[src/rtl/mul_pipe_ctrl.sv]
// Two-stage sequencing controller around the Wallace-tree 32x32 multiplier.
// Optional perf counters are enabled by defining MUL_PIPE_PERF_CNT_EN.
module mul_pipe_ctrl #(
   parameter int DATA_W = 32,
   parameter int TAG_W  = 5
) (
   input  logic                  clk,
   input  logic                  reset,
   input  logic                  in_valid,
   output logic                  in_ready,
   input  logic [1:0]            in_op,
   input  logic [DATA_W-1:0]     in_src1,
   input  logic [DATA_W-1:0]     in_src2,
   input  logic [TAG_W-1:0]      in_tag,
   input  logic                  flush,
   output logic [DATA_W:0]       tree_x,
   output logic [DATA_W:0]       tree_y,
   input  logic [2*DATA_W+1:0]   tree_sum,
   input  logic [2*DATA_W+1:0]   tree_carry,
   output logic                  out_valid,
   input  logic                  out_ready,
   output logic [DATA_W-1:0]     out_result,
   output logic [TAG_W-1:0]      out_tag,
   output logic                  busy,
   output logic [31:0]           perf_issue,
   output logic [31:0]           perf_stall
);

   localparam int PW = 2 * DATA_W;

   typedef enum logic [1:0] {
      OP_MUL   = 2'b00,
      OP_MULH  = 2'b01,
      OP_MULHU = 2'b10,
      OP_RSVD  = 2'b11
   } op_t;

   logic              v1;
   logic              v2;
   logic [PW-1:0]     sum1;
   logic [PW-1:0]     carry1;
   logic [1:0]        op1;
   logic [TAG_W-1:0]  tag1;
   logic              adv2;
   logic              accept;
   logic              sext;
   logic [PW-1:0]     prod;
   logic [DATA_W-1:0] sel;
   logic              unused_tree_hi;

   // Only the low 2*DATA_W product bits can reach either result word.
   assign unused_tree_hi = ^{tree_sum[PW+1:PW], tree_carry[PW+1:PW]};

   assign adv2     = !v2 || out_ready;
   assign in_ready = (!v1 || adv2) && !flush;
   assign accept   = in_valid && in_ready;
   assign busy     = v1 || v2;
   assign out_valid = v2;

   always_comb begin
      sext   = (op_t'(in_op) == OP_MULH);
      tree_x = {sext & in_src1[DATA_W-1], in_src1};
      tree_y = {sext & in_src2[DATA_W-1], in_src2};
   end

   always_comb begin
      prod = sum1 + carry1;
      sel  = prod[DATA_W-1:0];
      case (op_t'(op1))
         OP_MULH, OP_MULHU: sel = prod[PW-1:DATA_W];
         OP_MUL, OP_RSVD:   sel = prod[DATA_W-1:0];
         default:           sel = prod[DATA_W-1:0];
      endcase
   end

   always_ff @(posedge clk) begin
      if (reset) begin
         v1     <= 1'b0;
         sum1   <= '0;
         carry1 <= '0;
         op1    <= '0;
         tag1   <= '0;
      end else if (flush) begin
         v1 <= 1'b0;
      end else if (accept) begin
         v1     <= 1'b1;
         sum1   <= tree_sum[PW-1:0];
         carry1 <= tree_carry[PW-1:0];
         op1    <= in_op;
         tag1   <= in_tag;
      end else if (adv2) begin
         v1 <= 1'b0;
      end
   end

   // Result registers only load on a real handoff so a stalled word stays put.
   always_ff @(posedge clk) begin
      if (reset) begin
         v2         <= 1'b0;
         out_result <= '0;
         out_tag    <= '0;
      end else if (flush) begin
         v2 <= 1'b0;
      end else if (adv2) begin
         v2 <= v1;
         if (v1) begin
            out_result <= sel;
            out_tag    <= tag1;
         end
      end
   end

`ifdef MUL_PIPE_PERF_CNT_EN
   logic [31:0] issue_cnt;
   logic [31:0] stall_cnt;

   always_ff @(posedge clk) begin
      if (reset) begin
         issue_cnt <= '0;
         stall_cnt <= '0;
      end else begin
         if (accept)
            issue_cnt <= issue_cnt + 32'd1;
         if (v2 && !out_ready)
            stall_cnt <= stall_cnt + 32'd1;
      end
   end

   assign perf_issue = issue_cnt;
   assign perf_stall = stall_cnt;
`else
   assign perf_issue = '0;
   assign perf_stall = '0;
`endif

endmodule

[config.mk]
export PLATFORM = sky130hd
export DESIGN_NAME = mul_pipe_ctrl
export DESIGN_NICKNAME = d
export VERILOG_FILES = /design/src/rtl/mul_pipe_ctrl.sv
export SDC_FILE = /design/constraint.sdc
export NUM_CORES = 1
export LEC_CHECK = 0
export CAP_MARGIN = 10
export CORE_UTILIZATION = 52
export CTS_BUF_LIST = sky130_fd_sc_hd__clkbuf_8
export DETAILED_ROUTE_END_ITERATION = 8
export PLACE_DENSITY = 0.89
export SETUP_SLACK_MARGIN = 0.2
export SLEW_MARGIN = 25
export SYNTH_ARGS = -nofsm -noshare
export SYNTH_HDL_FRONTEND = slang
export SYNTH_SLANG_ARGS = --single-unit
[constraint.sdc]
create_clock -name clk -period 7.2 [get_ports clk]
set_clock_uncertainty 0.2 [all_clocks]
set_input_delay 0.72 -clock clk [delete_from_list [all_inputs] [get_ports clk]]
set_output_delay 0.72 -clock clk [all_outputs]
set_load 0.02 [all_outputs]
==> results of run 1 <==
state kept, by name, indices dropped and copies added, names as in the netlist:
register,flops
carry1,64
sum1,64
out_result,32
out_tag,5
tag1,5
op1,2
out_valid,1
v1,1
worst max-delay path by stage:
stage,end,slack (ns),cells past startpoint
3_5_place_dp,out_result[2]$_SDFFE_PP0P_,3.28,11
5_1_grt,out_result[2]$_SDFFE_PP0P_,2.95,11
4_1_cts,out_result[2]$_SDFFE_PP0P_,3.24,11
6_report,out_result[2]$_SDFFE_PP0P_,3.19,11
3_3_place_gp,out_result[2]$_SDFFE_PP0P_,3.33,11
2_1_floorplan,out_result[30]$_SDFFE_PP0P_,4.09,11
stage by stage:
step | hold slack, ns | instance area, µm² | utilization | setup slack (ns) | instances
after floorplan | 0.232 | 11600 | - | 4.09 | 1607
after global placement | 0.235 | 12600 | 0.592 | 3.33 | 1861
after detailed placement | 0.247 | 12600 | 0.592 | 3.28 | 1861
after CTS | 0.261 | 13000 | 0.610 | 3.24 | 1892
after global routing | 0.279 | 13000 | 0.610 | 2.95 | 1892
final | 0.262 | 13000 | 0.610 | 3.19 | 1892
synthesized netlist by cell type (all sizes together), types with 8 or more instances:
master,n,share of area
a211oi,18,0.013
a21o,31,0.020
a21oi,234,0.10
a221oi,8,0.0072
a31oi,9,0.0049
and2,8,0.0044
buf,142,0.090
clkbuf,72,0.024
dfxtp,174,0.31
ha,63,0.069
inv,21,0.0069
mux2i,8,0.0070
nand2,350,0.12
nand3,22,0.010
nand4,23,0.013
nor2,78,0.026
nor3,26,0.011
nor4,8,0.0044
o211ai,11,0.0072
o21a,11,0.0072
o21ai,69,0.031
o21bai,15,0.0099
o31ai,8,0.0053
xnor2,23,0.018
xor2,24,0.018
kinds of logic after synthesis:
kind of cell	synth area share
compound gates	0.250
xor+xnor	0.0361
fa+ha+maj	0.0709
buf+inv	0.121
flops	0.306
mux	0.00900
other cells	0.000329
simple gates	0.207
worst reg2reg max path, cell delays in order, from the launching register on:
cell       delay [ns]
dfxtp_1          0.32
ha_1             0.24
fa_1             0.43
a211oi_1         0.51
o211ai_1         0.18
a2bb2oi_1        0.42
a31oi_1          0.23
a221oi_2         0.60
o31ai_1          0.19
xnor2_1          0.33
nand2_1          0.11
a21oi_1          0.17
report_power, final:
part	internal [W]	switching [W]	leakage, nW
logic	0.000165	0.000245	3.51
clock network	0.000317	0.000379	0.193
registers	0.00100	0.0000248	1.42
routing by layer:
metal | vias up | global-route usage | share of wire | routed length, µm
li1 | 5312 | - | - | -
met1 | 5073 | 0.349 | 0.41 | 13300
met2 | 428 | 0.501 | 0.49 | 15900
met3 | 44 | 0.0695 | 0.082 | 2670
met4 | 0 | 0.0763 | 0.019 | 603
met5 | - | 0 | 0 | 0
cell type report:
class	instances	area (µm²)
clock buffers	18	248
clock inverters	13	140
fillers	1984	8300
inverters	21	78.8
multi-input cells	1198	6790
flip-flops and latches	174	3480
well taps	275	344
repair buffers	193	1910
cells in the final DEF, fill, tap and decap left out, types with 9 or more instances in the layout:
cell	count
nand2_1	349
a21oi_1	233
clkdlybuf4s50_1	184
dfxtp_1	174
nor2_1	77
conb_1	64
ha_1	63
o21ai_0	62
a21o_1	31
nor3_1	26
xor2_1	24
nand4_1	23
xnor2_1	23
inv_1	22
nand3_1	21
clkbuf_8	18
a211oi_1	15
o21bai_1	15
o21a_1	11
o211ai_1	11
a31oi_1	9
buf_4	9
==> flow_summary.json, run 1 <==
{
  "status": "finished, final reports clean",
  "worst_r2r_path_depth": 11,
  "fin_nets": 1877,
  "path_delay_family": "compound AO/OA/AOI/OAI gates",
  "rows": 53,
  "grt_max_degree": 73,
  "grt_pass1_wl_um": 50800,
  "startpoint": "sum1[0]$_SDFFE_PP0P_",
  "ys_warn_count": 0,
  "synth_cell_type_count": 77,
  "rsz0062_at_grt": "no",
  "grt_usage": 0.287,
  "crit_required_ns": 7.40,
  "via_per_inst": 5.74,
  "drtAntennaViolNets": 0,
  "cpPeakStageDelay_ns": 0.60,
  "io_pins": 378,
  "cts_resized": 0,
  "cp.arrival_ns": 4.21,
  "worstHoldStart": "sum1[22]$_SDFFE_PP0P_",
  "synth_edf_count": 0,
  "clock-sinks": 174,
  "clk_latency_ns": 0.48,
  "r2r-end": "out_result[2]$_SDFFE_PP0P_",
  "whs_path_depth": 2,
  "syn_to_final_growth_pct": 14.0,
  "postCtsSetupRepairBufs": 0,
  "syn_inst": 1544,
  "vdd_drop_max_mv": 0.0949,
  "tns_ns": 0,
  "period_share": 0.557,
  "cp-start-kind": "register",
  "synth_ff_type": "dfxtp_1",
  "start_util": 0.536,
  "drc": 0,
  "core-area_mm2": 0.0213,
  "worstMarginPinSlew_ns": 0.779,
  "leakage_nw": 5.13,
  "power.density_mw_per_mm2": 164,
  "cts_buffers": 17,
  "antennaDiodeCount": 0,
  "cts_tree": "done",
  "min_path_type": "register to register",
  "ctsHoldBuffers": 0,
  "hold_viol_final": 0,
  "drv_cap": 0,
  "min_to": "sum1[22]$_SDFFE_PP0P_",
  "synth_seq_cells": 174,
  "slew_viol_final": 0,
  "path_buf_inv": 0,
  "slew_headroom": 0.479,
  "drt-initial-drc-count": 628,
  "htreeDepth": 4,
  "regToRegStartpoint": "sum1[0]$_SDFFE_PP0P_",
  "drive_gt1_frac": 0.0427,
  "dpl.hpwl_um": 24900,
  "yosysSeqAreaShare": 0.306,
  "avgSynthCellArea_um2": 7.38,
  "reg2reg_setup_slack_ns": 3.19,
  "drt_first_pass_iters": 5,
  "crit_path_max_fanout": 5,
  "setup_viol": 0,
  "max_freq_ghz": 0.249,
  "cp-end-kind": "register",
  "p_total_w": 0.00213,
  "cts.path.max_buffers": 2,
  "async_flop_share": 0,
  "path_class": "register to register",
  "root_buffer": "clkbuf_8",
  "dieHeight_um": 150,
  "wl_per_cell_um": 17.2,
  "synth_area_mm2": 0.0114,
  "port_buffers": 185,
  "fin_crit_ns": 4.01,
  "fp.dieW_um": 150,
  "drt-total-wl_um": 32500,
  "dr_total_vias": 10857,
  "place_congestion": 0.928,
  "antenna_found_initial": 0,
  "path_cells": "ha_1 > fa_1 > a211oi_1 > o211ai_1 > a2bb2oi_1 > a31oi_1 > a221oi_2 > o31ai_1 > xnor2_1 > nand2_1 > a21oi_1",
  "die-area_mm2": 0.0225,
  "grt.overflow.total": 0,
  "cpMaxStageDelayCell": "a221oi_2",
  "grt_pass1_vias": 9955,
  "path_clk_slew_ns": 0.09
}
Power figures use the tool's default switching activity.
==> run 2, diff against run 1 <==
--- a/config.mk
+++ b/config.mk
@@ -6,10 +6,10 @@
 export NUM_CORES = 1
 export LEC_CHECK = 0
 export CAP_MARGIN = 10
-export CORE_UTILIZATION = 52
+export CORE_UTILIZATION = 48
 export CTS_BUF_LIST = sky130_fd_sc_hd__clkbuf_8
 export DETAILED_ROUTE_END_ITERATION = 8
-export PLACE_DENSITY = 0.89
+export PLACE_DENSITY = 0.83
 export SETUP_SLACK_MARGIN = 0.2
 export SLEW_MARGIN = 25
 export SYNTH_ARGS = -nofsm -noshare
==> constraint.sdc (replaced) <==
create_clock -name clk -period 3.8 [get_ports clk]
set_clock_uncertainty 0.2 [all_clocks]
set_input_delay 0.38 -clock clk [delete_from_list [all_inputs] [get_ports clk]]
set_output_delay 0.38 -clock clk [all_outputs]
set_load 0.02 [all_outputs]
==> run 2 against run 1 <==
Via count shrank 1.2%. Utilization shrank 4.7 points. Highest routed layer unchanged. Largest cell class unchanged. Total power grew 99%. Clock power grew 120%. Routed wire length grew 2.3%. Maximum frequency grew 15%. Count of clock-buffer cells in the layout is the same.
==> flow_summary.json, run 2 (synthesized netlist as in run 1, its figures left out) <==
{
  "status": "finished, final reports clean",
  "grt_pass1_vias": 9719,
  "grt_pass1_wl_um": 51200,
  "fin_nets": 1883,
  "stdcell_area_mm2": 0.0132,
  "placed_area_mm2": 0.0127,
  "hold_viol_final": 0,
  "pwr-share-clk": 0.356,
  "grt.overflow.total": 0,
  "via_per_inst": 5.52,
  "rsz0062_at_grt": "no",
  "dpl.hpwl_um": 25600,
  "dieHeight_um": 156,
  "io_pins": 378,
  "path_buf_inv": 0,
  "clock-sinks": 174,
  "drv_cap": 0,
  "clk_latency_ns": 0.49,
  "syn_to_final_growth_pct": 15.6,
  "drtAntennaViolNets": 0,
  "met1Wirelength_um": 14000,
  "final_common_cell": "nand2_1",
  "path_clk_slew_ns": 0.11,
  "drc": 0,
  "setup_viol": 0,
  "antennaDiodeCount": 0,
  "swShare": 0.300,
  "dr.max_layer_used": "met4",
  "slew_headroom": 0.418,
  "tns_ns": 0,
  "wl_met2_um": 15700,
  "place_congestion": 0.920,
  "crit_path_max_fanout": 4,
  "min_path_type": "input pin to register",
  "intPower_w": 0.00296,
  "wl_per_cell_um": 17.1,
  "period_share": 0.915,
  "power_frac_seq": 0.459,
  "cts_tree": "done",
  "vdd_drop_max_mv": 0.216,
  "path_class": "register to register",
  "start_util": 0.487,
  "cp.arrival_ns": 3.64,
  "grt_max_degree": 73,
  "p_switching_w": 0.00127,
  "path_cells": "ha_1 > fa_1 > a211oi_2 > o211ai_1 > a2bb2oi_1 > a31oi_1 > a221oi_2 > o41ai_1 > a21oi_1 > mux2i_1 > o22ai_1",
  "core-area_mm2": 0.0234,
  "post-route-util": 0.563,
  "fin_crit_ns": 3.48,
  "crit_required_ns": 3.96,
  "drive_gt1_frac": 0.0474,
  "largest_registers": "carry1: 64 flops, sum1: 64 flops, out_result: 32 flops",
  "die-area_mm2": 0.0244,
  "cp-start-kind": "register",
  "root_buffer": "clkbuf_8",
  "antenna_found_initial": 0,
  "power.density_mw_per_mm2": 321,
  "path_delay_family": "compound AO/OA/AOI/OAI gates",
  "worstMarginPinSlew_ns": 0.867,
  "drt-total-wl_um": 33200,
  "fin_hold_ws_ns": 0.128,
  "postCtsSetupRepairBufs": 0,
  "port_buffers": 185,
  "wl_met3_um": 2630,
  "rows": 56,
  "cp-end-kind": "register",
  "fp.dieW_um": 156,
  "drt-initial-drc-count": 801,
  "grt_usage": 0.268,
  "leakage_nw": 5.20,
  "final_cell_mix": "nand2_1 (349), a21oi_1 (233), clkdlybuf4s50_1 (184), dfxtp_1 (174), nor2_1 (77)",
  "p_comb_frac": 0.185,
  "drt_first_pass_iters": 5,
  "max_freq_ghz": 0.288,
  "dr_total_vias": 10722,
  "cts.path.max_buffers": 2,
  "slew_viol_final": 0,
  "cts_buffers": 17,
  "htreeDepth": 4,
  "cpMaxStageDelayCell": "a221oi_2",
  "cpPeakStageDelay_ns": 0.47
}
## run 2: changes by cell type in the layout (fill, tap and decap cells not counted), sizes merged
cell,change
inv,+4
bufinv,+2
clkinvlp,-2
clkinv,-3
buf,+6
## run 2: worst paths after layout
check                          start                           to  slack (ns)  cells after the start
min                            reset      carry1[60]$_SDFFE_PP0P_        0.13                      2
max             sum1[0]$_SDFFE_PP0P_  out_result[30]$_SDFFE_PP0P_        0.32                     11
min reg2reg  out_tag[4]$_SDFFE_PP0P_      out_tag[4]$_SDFFE_PP0P_        0.26                      2
max reg2reg     sum1[0]$_SDFFE_PP0P_  out_result[30]$_SDFFE_PP0P_        0.32                     11
## run 2: worst reg2reg max path: cells and delay by family, from the launching register on
kind | cells | cell delay (ns)
compound gates | 8 | 1.93
fa+ha+maj | 2 | 0.68
flops | 1 | 0.33
mux | 1 | 0.21
## run 2: power by group through the flow
| stage | combinational, W | clock [W] | sequential (W) |
|---|---|---|---|
| after CTS | 0.000779 | 0.00152 | 0.00194 |
| after detailed placement | 0.000773 | 0 | 0.00199 |
| after floorplan | 0.000604 | 0 | 0.00199 |
| after global routing | 0.000856 | 0.00159 | 0.00195 |
| final | 0.000785 | 0.00151 | 0.00194 |
| after global placement | 0.000767 | 0 | 0.00198 |
## run 2: routing by layer
layer,track usage,up-vias
met2,0.449,413
met1,0.331,4923
li1,-,5321
met3,0.0692,65
met5,0,-
met4,0.0966,0
## run 2: area by class of cell
| class | instances | area [µm²] |
|---|---|---|
| clock buffer | 18 | 248 |
| inverter | 21 | 78.8 |
| sequential | 174 | 3480 |
| clock inverter | 14 | 200 |
| fill | 2197 | 10200 |
| timing repair buffer | 199 | 1980 |
| tap | 319 | 399 |
| multi-input combinational | 1198 | 6790 |
## run 2: timing repair
item,4_1_cts,5_1_grt
setup endpoints to repair,1,2
hold endpoints to repair,0,0
hold buffers,0,0
resized for setup,1,0
pin swaps,0,2
## run 2: stage by stage
step	total power [W]	instances	setup WS (ns)
floorplan	0.00259	1607	0.687
global placement	0.00275	1911	0.312
detailed placement	0.00276	1911	0.194
CTS	0.00424	1943	0.305
global route	0.00440	1943	0.202
finish	0.00424	1943	0.322
